===== config.mk =====
export PLATFORM = sky130hd
export DESIGN_NAME = mult_hilo_sequencer_flat
export DESIGN_NICKNAME = d
export VERILOG_FILES = /design/src/rtl/mult_hilo_sequencer_if.sv /design/src/rtl/mult_hilo_sequencer.sv /design/src/flat_wrapper.sv
export SDC_FILE = /design/constraint.sdc
export NUM_CORES = 1
export LEC_CHECK = 0
export ABC_CLOCK_PERIOD_IN_PS = 3230
export BUFFER_PORTS_ARGS = -buffer_cell sky130_fd_sc_hd__buf_2
export CAP_MARGIN = 20
export CORE_UTILIZATION = 35
export DETAILED_ROUTE_END_ITERATION = 10
export PLACE_DENSITY = 0.67
export SLEW_MARGIN = 25
export SYNTH_ARGS = -nofsm -noshare
export SYNTH_HDL_FRONTEND = slang
export SYNTH_SLANG_ARGS = --single-unit

===== constraint.sdc =====
create_clock -name clk -period 3.23 [get_ports clk]
set_input_delay 0.1615 -clock clk [delete_from_list [all_inputs] [get_ports clk]]
set_output_delay 0.1615 -clock clk [all_outputs]
set_load 0.01 [all_outputs]

===== src/rtl/mult_hilo_sequencer_if.sv =====
// mult_hilo_sequencer_if
//
// Purpose: bundles every non-clock signal of the HI/LO multiply sequencer.
// It covers the pipeline request channel, the direct HI/LO write port, the
// handshake with the 32-bit unsigned sequential multiplier, and the
// architectural HI/LO registers with their status strobes.
//
// Signal summary:
//   reqValid/reqReady     request handshake (accept on both high)
//   reqSigned, reqA, reqB request type and operands
//   hiWrite/loWrite       direct write strobes, hiIn/loIn their data
//   mulA, mulB, mulStart  operand magnitudes and start pulse to the multiplier
//   mulFinish, mulP       multiplier halt flag and unsigned 64-bit product
//   hi, lo                architectural HI/LO
//   busy, done, error     sequencer status
//
// Modports:
//   slave  - the sequencer itself
//   master - the surrounding pipeline plus the multiplier
interface mult_hilo_sequencer_if;
  logic        reqValid;
  logic        reqReady;
  logic        reqSigned;
  logic [31:0] reqA;
  logic [31:0] reqB;

  logic        hiWrite;
  logic        loWrite;
  logic [31:0] hiIn;
  logic [31:0] loIn;

  logic [31:0] mulA;
  logic [31:0] mulB;
  logic        mulStart;
  logic        mulFinish;
  logic [63:0] mulP;

  logic [31:0] hi;
  logic [31:0] lo;
  logic        busy;
  logic        done;
  logic        error;

  modport slave (
    input  reqValid, reqSigned, reqA, reqB,
    input  hiWrite, loWrite, hiIn, loIn,
    input  mulFinish, mulP,
    output reqReady,
    output mulA, mulB, mulStart,
    output hi, lo, busy, done, error
  );

  modport master (
    output reqValid, reqSigned, reqA, reqB,
    output hiWrite, loWrite, hiIn, loIn,
    output mulFinish, mulP,
    input  reqReady,
    input  mulA, mulB, mulStart,
    input  hi, lo, busy, done, error
  );
endinterface


===== src/rtl/mult_hilo_sequencer.sv =====
// mult_hilo_sequencer
//
// Purpose: issue/writeback stage wrapped around a 32-bit unsigned sequential
// multiplier. It accepts signed or unsigned multiply requests and hands the
// operand magnitudes to the multiplier with a one-cycle start pulse. It then
// waits for the multiplier to finish, restores the product sign, and writes
// the 64-bit result into the architectural HI/LO registers. While idle it also
// accepts direct HI/LO writes. A watchdog aborts an operation with an error
// when the multiplier never finishes.
//
// Ports:
//   clk    rising-edge clock
//   rst_n  asynchronous active-low reset
//   bus    mult_hilo_sequencer_if.slave (request channel, direct writes,
//          multiplier handshake, hi/lo, busy/done/error)
//
// Parameter:
//   TIMEOUT  maximum number of cycles spent in ARM+WAIT before aborting
module mult_hilo_sequencer #(
  parameter int TIMEOUT = 40
) (
  input  logic                 clk,
  input  logic                 rst_n,
  mult_hilo_sequencer_if.slave bus
);

  localparam int            CW      = $clog2(TIMEOUT + 1);
  localparam logic [CW-1:0] TO_LAST = CW'(TIMEOUT - 1);

  typedef enum logic [2:0] {
    IDLE  = 3'd0,
    START = 3'd1,
    ARM   = 3'd2,
    WAIT  = 3'd3,
    FIX   = 3'd4,
    DONE  = 3'd5
  } state_t;

  state_t state;
  state_t nextState;

  // control strobes decoded by the next-state logic
  logic accept;
  logic clearCnt;
  logic incCnt;
  logic capture;
  logic writeResult;
  logic abort;

  // datapath registers
  logic          signReg;
  logic          timedOut;
  logic [31:0]   mulAReg;
  logic [31:0]   mulBReg;
  logic [63:0]   result;
  logic [31:0]   hiReg;
  logic [31:0]   loReg;
  logic [CW-1:0] toCnt;

  // combinational helpers
  logic          timeoutHit;
  logic [31:0]   magA;
  logic [31:0]   magB;
  logic [63:0]   fixedResult;

  // The negation of 0x8000_0000 wraps back to 0x8000_0000. That is the
  // correct unsigned magnitude, so no special case is needed.
  assign magA = (bus.reqSigned && bus.reqA[31]) ? (32'd0 - bus.reqA) : bus.reqA;
  assign magB = (bus.reqSigned && bus.reqB[31]) ? (32'd0 - bus.reqB) : bus.reqB;

  // The counter holds the number of ARM/WAIT cycles already spent. When it
  // shows TIMEOUT-1, the current cycle is the last one allowed.
  assign timeoutHit = (toCnt == TO_LAST);

  assign fixedResult = signReg ? (~result + 64'd1) : result;

  assign bus.mulA = mulAReg;
  assign bus.mulB = mulBReg;
  assign bus.hi   = hiReg;
  assign bus.lo   = loReg;

  always_ff @(posedge clk or negedge rst_n) begin
    if (!rst_n) begin
      state <= IDLE;
    end else begin
      state <= nextState;
    end
  end

  // Every handshake output is decoded from the state alone. Because of this,
  // reset drops mulStart and busy immediately, and reqReady never depends on
  // reqValid.
  always_comb begin
    nextState    = state;
    accept       = 1'b0;
    clearCnt     = 1'b0;
    incCnt       = 1'b0;
    capture      = 1'b0;
    writeResult  = 1'b0;
    abort        = 1'b0;
    bus.reqReady = 1'b0;
    bus.busy     = 1'b1;
    bus.mulStart = 1'b0;
    bus.done     = 1'b0;
    bus.error    = 1'b0;

    case (state)
      IDLE: begin
        bus.reqReady = 1'b1;
        bus.busy     = 1'b0;
        if (bus.reqValid) begin
          accept    = 1'b1;
          nextState = START;
        end
      end

      START: begin
        bus.mulStart = 1'b1;
        clearCnt     = 1'b1;
        nextState    = ARM;
      end

      // A finish flag left over from the previous operation must be seen to
      // drop before WAIT may trust it.
      ARM: begin
        incCnt = 1'b1;
        if (timeoutHit) begin
          abort     = 1'b1;
          nextState = DONE;
        end else if (!bus.mulFinish) begin
          nextState = WAIT;
        end
      end

      // A finish that arrives in the very last allowed cycle still wins over
      // the watchdog.
      WAIT: begin
        incCnt = 1'b1;
        if (bus.mulFinish) begin
          capture   = 1'b1;
          nextState = FIX;
        end else if (timeoutHit) begin
          abort     = 1'b1;
          nextState = DONE;
        end
      end

      FIX: begin
        writeResult = 1'b1;
        nextState   = DONE;
      end

      DONE: begin
        bus.done  = 1'b1;
        bus.error = timedOut;
        nextState = IDLE;
      end

      default: begin
        nextState = IDLE;
      end
    endcase
  end

  // Request latch: the result sign and the operand magnitudes. The operand
  // registers stay untouched until the next accept, so the multiplier sees
  // stable operands for the whole operation.
  always_ff @(posedge clk or negedge rst_n) begin
    if (!rst_n) begin
      signReg <= 1'b0;
      mulAReg <= '0;
      mulBReg <= '0;
    end else if (accept) begin
      signReg <= bus.reqSigned & (bus.reqA[31] ^ bus.reqB[31]);
      mulAReg <= magA;
      mulBReg <= magB;
    end
  end

  // Watchdog counter and the sticky timeout flag that DONE reports.
  always_ff @(posedge clk or negedge rst_n) begin
    if (!rst_n) begin
      toCnt    <= '0;
      timedOut <= 1'b0;
    end else begin
      if (clearCnt) begin
        toCnt <= '0;
      end else if (incCnt) begin
        toCnt <= toCnt + CW'(1);
      end

      if (accept) begin
        timedOut <= 1'b0;
      end else if (abort) begin
        timedOut <= 1'b1;
      end
    end
  end

  always_ff @(posedge clk or negedge rst_n) begin
    if (!rst_n) begin
      result <= '0;
    end else if (capture) begin
      result <= bus.mulP;
    end
  end

  // HI/LO writeback. Direct writes are honoured only in IDLE, which is also
  // the accept cycle. The signed product written in FIX therefore overwrites
  // any direct write that arrived together with the request.
  always_ff @(posedge clk or negedge rst_n) begin
    if (!rst_n) begin
      hiReg <= '0;
      loReg <= '0;
    end else if (writeResult) begin
      hiReg <= fixedResult[63:32];
      loReg <= fixedResult[31:0];
    end else if (state == IDLE) begin
      if (bus.hiWrite) begin
        hiReg <= bus.hiIn;
      end
      if (bus.loWrite) begin
        loReg <= bus.loIn;
      end
    end
  end

endmodule


===== src/flat_wrapper.sv =====
// flat-port wrapper written by rule: the top's interface ports become plain ports
module mult_hilo_sequencer_flat 
#(
  parameter int TIMEOUT = 40
)
  (clk, rst_n, bus_reqValid, bus_reqSigned, bus_reqA, bus_reqB, bus_hiWrite, bus_loWrite, bus_hiIn, bus_loIn, bus_mulFinish, bus_mulP, bus_reqReady, bus_mulA, bus_mulB, bus_mulStart, bus_hi, bus_lo, bus_busy, bus_done, bus_error);
  mult_hilo_sequencer_if bus_i ();
  input  logic clk;
  input  logic rst_n;
  input wire logic [$bits(bus_i.reqValid)-1:0] bus_reqValid;
  input wire logic [$bits(bus_i.reqSigned)-1:0] bus_reqSigned;
  input wire logic [$bits(bus_i.reqA)-1:0] bus_reqA;
  input wire logic [$bits(bus_i.reqB)-1:0] bus_reqB;
  input wire logic [$bits(bus_i.hiWrite)-1:0] bus_hiWrite;
  input wire logic [$bits(bus_i.loWrite)-1:0] bus_loWrite;
  input wire logic [$bits(bus_i.hiIn)-1:0] bus_hiIn;
  input wire logic [$bits(bus_i.loIn)-1:0] bus_loIn;
  input wire logic [$bits(bus_i.mulFinish)-1:0] bus_mulFinish;
  input wire logic [$bits(bus_i.mulP)-1:0] bus_mulP;
  output wire logic [$bits(bus_i.reqReady)-1:0] bus_reqReady;
  output wire logic [$bits(bus_i.mulA)-1:0] bus_mulA;
  output wire logic [$bits(bus_i.mulB)-1:0] bus_mulB;
  output wire logic [$bits(bus_i.mulStart)-1:0] bus_mulStart;
  output wire logic [$bits(bus_i.hi)-1:0] bus_hi;
  output wire logic [$bits(bus_i.lo)-1:0] bus_lo;
  output wire logic [$bits(bus_i.busy)-1:0] bus_busy;
  output wire logic [$bits(bus_i.done)-1:0] bus_done;
  output wire logic [$bits(bus_i.error)-1:0] bus_error;
  assign bus_i.reqValid = bus_reqValid;
  assign bus_i.reqSigned = bus_reqSigned;
  assign bus_i.reqA = bus_reqA;
  assign bus_i.reqB = bus_reqB;
  assign bus_i.hiWrite = bus_hiWrite;
  assign bus_i.loWrite = bus_loWrite;
  assign bus_i.hiIn = bus_hiIn;
  assign bus_i.loIn = bus_loIn;
  assign bus_i.mulFinish = bus_mulFinish;
  assign bus_i.mulP = bus_mulP;
  assign bus_reqReady = bus_i.reqReady;
  assign bus_mulA = bus_i.mulA;
  assign bus_mulB = bus_i.mulB;
  assign bus_mulStart = bus_i.mulStart;
  assign bus_hi = bus_i.hi;
  assign bus_lo = bus_i.lo;
  assign bus_busy = bus_i.busy;
  assign bus_done = bus_i.done;
  assign bus_error = bus_i.error;
  mult_hilo_sequencer #(.TIMEOUT(TIMEOUT)) u_core (.clk(clk), .rst_n(rst_n), .bus(bus_i));
endmodule

==> Word-level counts from Yosys, hierarchy flattened <==
Index checks and enable logic that the tools add are counted.
{ "classes": {"add_sub_neg": 4, "mux": 33, "reduce_logical": 12, "bitwise_logic": 3, "n_eq_ne": 9} }
{ "ops": {"columns": ["cell", "n"], "rows": [
  ["32-bit 2-to-1 mux", 8],
  ["64-bit by 1-bit adder with 64-bit output (second input constant)", 1],
  ["64-bit 2-to-1 mux", 1],
  ["64-bit inverter", 1],
  ["1-bit by 32-bit subtractor with 32-bit output (first input constant)", 2],
  ["1-bit 2-to-1 mux", 15],
  ["3-bit 2-to-1 mux", 5],
  ["3-bit one-hot mux with 5 select lines", 1],
  ["6-bit 2-to-1 mux", 2],
  ["2-bit nonzero test", 5],
  ["6-bit by 1-bit adder with 6-bit output (second input constant)", 1],
  ["3-bit by 2-bit == test with 1-bit output (second input constant)", 2],
  ["3-bit == test (second input constant)", 2],
  ["6-bit == test (second input constant)", 1],
  ["3-bit by 2-bit inequality test with 1-bit output (second input constant)", 2],
  ["2-bit AND reduction", 2],
  ["3-bit by 1-bit == test with 1-bit output (second input constant)", 1],
  ["3-bit zero test", 1],
  ["3-bit AND reduction", 1],
  ["1-bit logical AND", 2],
  ["2-bit inequality test (second input constant)", 1],
  ["1-bit one-hot mux with 2 select lines", 1],
  ["2-bit OR reduction", 1],
  ["1-bit bitwise AND", 1],
  ["1-bit bitwise XOR", 1]
]} }
{ "totals": {"in_bits": 199, "ff_bits": 203} }

==> Logic depth before layout (Yosys ltp) <==
{ "logic_depth": {"depth_word": 6, "mapped_depth": 8, "mapped_depth_nobuf": 8} }

==> Least setup slack after synthesis <==
Ideal clock, no wire load.
{ "synth_timing": {"kind": "register to register", "from": "register u_core.result[0]", "to": "register u_core.loReg[18], in the netlist u_core.bus.lo[18]", "t_arrival_ns": 2.435, "synth_period_minus_slack_ns": 2.538, "path_slack_ns": 0.692, "stages_incl_launch_ff": 9, "setup_ns": 0.104, "path_cell_list": "dfrtp_1 > inv_1 > ha_1 > or3b_2 > or2_2 > or3_1 > o31ai_1 > xor2_1 > a221oi_1"} }
{ "synth_between": {"elab_chain_cells": 4} }
{ "synth_rtl": {"columns": ["element", "line_no", "source"], "rows": [
  ["start, declared", "mult_hilo_sequencer.sv:55", "logic [63:0] result;"],
  ["start signal, assigned", "mult_hilo_sequencer.sv:204", "result <= bus.mulP;"],
  ["64-bit inverter", "mult_hilo_sequencer.sv:75", "assign fixedResult = signReg ? (~result + 64'd1) : result;"],
  ["64-bit by 1-bit adder with 64-bit output", "mult_hilo_sequencer.sv:75", null],
  ["64-bit 2-to-1 mux", "mult_hilo_sequencer.sv:75", null],
  ["32-bit 2-to-1 mux", "mult_hilo_sequencer.sv:215", "end else if (writeResult) begin"],
  ["end signal, assigned", "mult_hilo_sequencer.sv:217", "loReg <= fixedResult[31:0];"],
  ["end signal, assigned", "mult_hilo_sequencer.sv:223", "loReg <= bus.loIn;"],
  ["end, declared", "mult_hilo_sequencer.sv:57", "logic [31:0] loReg;"]
]} }
No other way between the ends.
A chain may end at the register's enable or synchronous reset.

==> Worst setup path after layout <==
{ "layout_timing": {"from": "input port bus_reqA[24]", "to": "register u_core.mulAReg[31], in the netlist u_core.bus.mulA[31]"} }
{ "layout_between": {"elab_chain_cells": 2} }
{ "layout_rtl": {"columns": ["element", "line_no", "source"], "rows": [
  ["start, declared", "flat_wrapper.sv:12", "input wire logic [$bits(bus_i.reqA)-1:0] bus_reqA;"],
  ["1-bit by 32-bit subtractor with 32-bit output", "mult_hilo_sequencer.sv:68", "assign magA = (bus.reqSigned && bus.reqA[31]) ? (32'd0 - bus.reqA) : bus.reqA;"],
  ["32-bit 2-to-1 mux", "mult_hilo_sequencer.sv:68", null],
  ["end signal, assigned", "mult_hilo_sequencer.sv:175", "mulAReg <= magA;"],
  ["end, declared", "mult_hilo_sequencer.sv:53", "logic [31:0] mulAReg;"]
]} }
No other way between the ends.

==> reports/qor.yml <==
run_status:
  outcome: "finished with violations"
  failed_checks: "DRC"
logic_synthesis:
  synth_cell_type_count: 54
  syn_avg_cell_area_sq_um: 9.610
  synth.yosys.warnings: 0
  synthCells: 1140
  ys.flop_type: "dfrtp_1"
  synth_top_cell_area_share_pct: 46.37
  yosys.cell_count.top_type: "dfrtp_1"
  ys_async_sr_fraction_pct: 100.0
  synth.cell_area_sq_mm: 0.01096
  synth_top_cells_by_count: "dfrtp_1 (203), nand2_1 (128), o21ai_0 (94)"
  post-synth-top-area-cell: "dfrtp_1"
  leading_cell_types_by_total_area_after_synthesis: "dfrtp_1 (46%), xor2_1 (7.0%), mux2_2 (6.6%)"
  synth_seq_area_share_pct: 46.37
  yosys_register_bits: 203
  syn_nets: 1343
  number_of_synthesized_flops_with_an_enable_pin: 0
sta:
  clock_skew_ns: 0.01087
  final.min_clock_period_ns: 2.869
  finalSetupViolations: 0
  timing.final.hold_violations: 0
  max_slew_margin_pct: 39.88
  max_freq_ghz: 0.3486
  layout_worst_path_cycle_share_pct: 88.81
  timing.setup.tns_ns: 0
  grt_setup_unrepaired: "no"
  final-max-slew-violation-count: 0
  tightest_slew_ns: 0.9018
floorplan:
  design.core.area_sq_mm: 0.03067
  io-pin-count: 332
  die-height_um: 178.9
  dieArea_sq_mm: 0.03201
  placement_rows: 64
  floorplan.initialDensity_pct: 35.72
  die_w_um: 178.9
finish:
  area_delta_synth_final_pct: 39.97
  fillers: 2795
  post_route_cells_drive_above_1_share_pct: 29.62
  final_cell_area_sq_mm: 0.01533
  nNetsFinal: 1803
cts:
  cts_tree: "yes"
  clkTransAtPathRegs_ns: 0.06
  cts_hold_buf: 144
  cts_root_buf: "clkbuf_16"
  tritoncts_num_sinks: 203
  ctsLongestPathBuffers: 3
  postCtsResizedCells: 0
  htreeDepth: 1
  cts_inserted_buffers: 24
  postCtsSetupRepairBufs: 0
  worstSkewPairLatency_ns: 0.52
job:
  maxCapViolations: 0
critical_path:
  r2r_cells: 8
  crit_type: "in2reg"
  worstSetupStartpointType: "input pin"
  crit_arrival_ns: 3.32
  critical_path.endpoint_type: "register"
  worst-endpoint-required_ns: 3.69
  crit_fanout: 3
power:
  leakage_power_figure_nw: 6.920
  pwr_density_cell_mw_per_mm2: 857.2
  net_switching_power_of_the_design_mw: 5.269
  sw_frac_of_total_pct: 40.08
  internal_power_mw: 7.876
  peakVddDrop_uv: 530.5
  clockPowerShare_pct: 20.7
  total_power_mw: 13.15
  seqPwrFrac_pct: 38.3
  share_of_total_power_in_combinational_logic_pct: 41.0
place:
  gpl.final_weighted_congestion: 0.8894
  placed_cell_area_sq_mm: 0.01309
  dp_hpwl_um: 26170
  port-buffer-count: 331
global_route:
  grt_antenna_before_repair: 3
  grt_start_max_net_pins: 103
  grt-ovfl-total: 0
  global_route_wire_length_before_repair_um: 58120
  via_count_of_the_first_global_routing_pass: 10740
  total_routing_resource_utilization_after_global_routing_pct: 23.13
routing:
  detail-route-antenna-nets: 0
  sum_of_routed_wire_length_over_all_layers_um: 37660
  avgRoutedWirePerCell_um: 18.70
  drt_pass1_iterations: 8
  routed_via_density: 5.402
  drc_errors: 4
  drt_iter0_markers: 623
  route.vias.total: 10880
hold_path:
  type_of_the_most_critical_hold_path: "in2reg"
  min_delay_path_depth: 3
-- power by group through the flow --
| stage | combinational (mW) | clock, mW | sequential [mW] |
|---|---|---|---|
| 2_1_floorplan | 3.01 | 0 | 5.03 |
| 3_3_place_gp | 5.16 | 0 | 4.97 |
| 3_5_place_dp | 5.23 | 0 | 5.01 |
| 4_1_cts | 5.41 | 2.78 | 4.99 |
| 5_1_grt | 5.99 | 2.90 | 5.20 |
| 6_report | 5.39 | 2.72 | 5.03 |
-- per-stage QoR --
stage	setup WS [ns]	cells	util (%)	hold WS, ns
after floorplan	0.6916	1140	-	-0.1341
after global placement	0.4378	1825	42.69	0.3361
after detailed placement	0.3852	1825	42.69	0.3341
after CTS	0.3630	2012	49.96	0.001107
after global routing	0.1547	2013	49.99	0.005436
final	0.3615	2014	50.00	0.003305
-- worst paths after layout --
check	from	endpoint	slack, ns
worst max-delay path	bus_reqA[24]	u_core.bus.mulA[31]$_DFFE_PN0P_	0.36
worst min-delay path	bus_hiIn[2]	u_core.bus.hi[2]$_DFFE_PN0P_	0.003
worst max register to register	u_core.result[0]$_DFFE_PN0P_	u_core.bus.lo[18]$_DFFE_PN0P_	0.39
worst min register to register	u_core.bus.mulA[20]$_DFFE_PN0P_	u_core.bus.mulA[20]$_DFFE_PN0P_	0.47
max in group asynchronous	rst_n	u_core.bus.hi[21]$_DFFE_PN0P_	1.89
min in group asynchronous	rst_n	u_core.bus.mulB[15]$_DFFE_PN0P_	0.29
-- cell families (layout without fill, tap and decap cells) --
group,after synthesis,in the layout,share of synthesized area (%)
buffers and inverters,81,558,2.775
multiplexers,68,68,6.944
other,0,1,0
flip-flops,203,203,46.37
AO/OA/AOI/OAI,301,301,17.30
adder cells (fa/ha/maj),4,4,0.4568
XOR/XNOR,113,113,9.034
AND/OR/NAND/NOR,370,370,17.12
-- registers in the layout, summed over array words and instances, names as in the netlist --
register and count:
u_core.result 64, u_core.bus.hi 32, u_core.bus.lo 32, u_core.bus.mulA 32, u_core.bus.mulB 32, u_core.toCnt 6, u_core.state 3, u_core.signReg 1
u_core.timedOut 1
-- worst max-delay path, stage by stage --
cell and delay (ns):
dlygate4sd3_1 0.53, buf_2 0.14, or4_1 0.59, or3_1 0.37, or3_1 0.33, or3_1 0.37
a311oi_1 0.26, dlygate4sd3_1 0.57
-- per-layer routing --
| layer | global-route usage (%) | vias to the layer above | wire length (um) |
|---|---|---|---|
| met2 | 37.85 | 481 | 17440 |
| met5 | 0 | - | 27 |
| li1 | - | 5102 | - |
| met4 | 8.086 | 4 | 1237 |
| met1 | 29.38 | 5194 | 15820 |
| met3 | 6.022 | 98 | 3131 |
-- cell type report --
type | count | area (sq um) | share of cell area (%)
Inverter | 15 | 56.30 | 0.3672
Tap cell | 396 | 495.5 | 3.231
Timing Repair Buffer | 500 | 3309 | 21.58
Sequential cell | 203 | 5081 | 33.13
Antenna cell | 1 | 2.502 | 0.01632
Multi-Input combinational cell | 856 | 5602 | 36.53
Clock buffer | 38 | 734.5 | 4.789
Clock inverter | 5 | 53.80 | 0.3508
-- cell usage in the layout, fill, tap and decap left out, types with 13 or more instances in the layout --
| cell | n |
|---|---|
| nor4_1 | 13 |
| a31oi_1 | 14 |
| or3_1 | 18 |
| dfrtp_1 | 202 |
| clkbuf_16 | 25 |
| buf_2 | 330 |
| nand2_1 | 127 |
| o22ai_1 | 26 |
| buf_4 | 23 |
| or4_1 | 22 |
| dlygate4sd3_1 | 145 |
| nand3_1 | 15 |
| and3_1 | 29 |
| o31ai_1 | 25 |
| nor2_1 | 71 |
| a21oi_1 | 65 |
| xor2_1 | 88 |
| a221oi_1 | 16 |
| inv_1 | 15 |
| a211oi_1 | 20 |
| nor3_1 | 22 |
| o21ai_0 | 94 |
| mux2_2 | 64 |
| xnor2_1 | 25 |
Power figures use the tool's default switching activity.
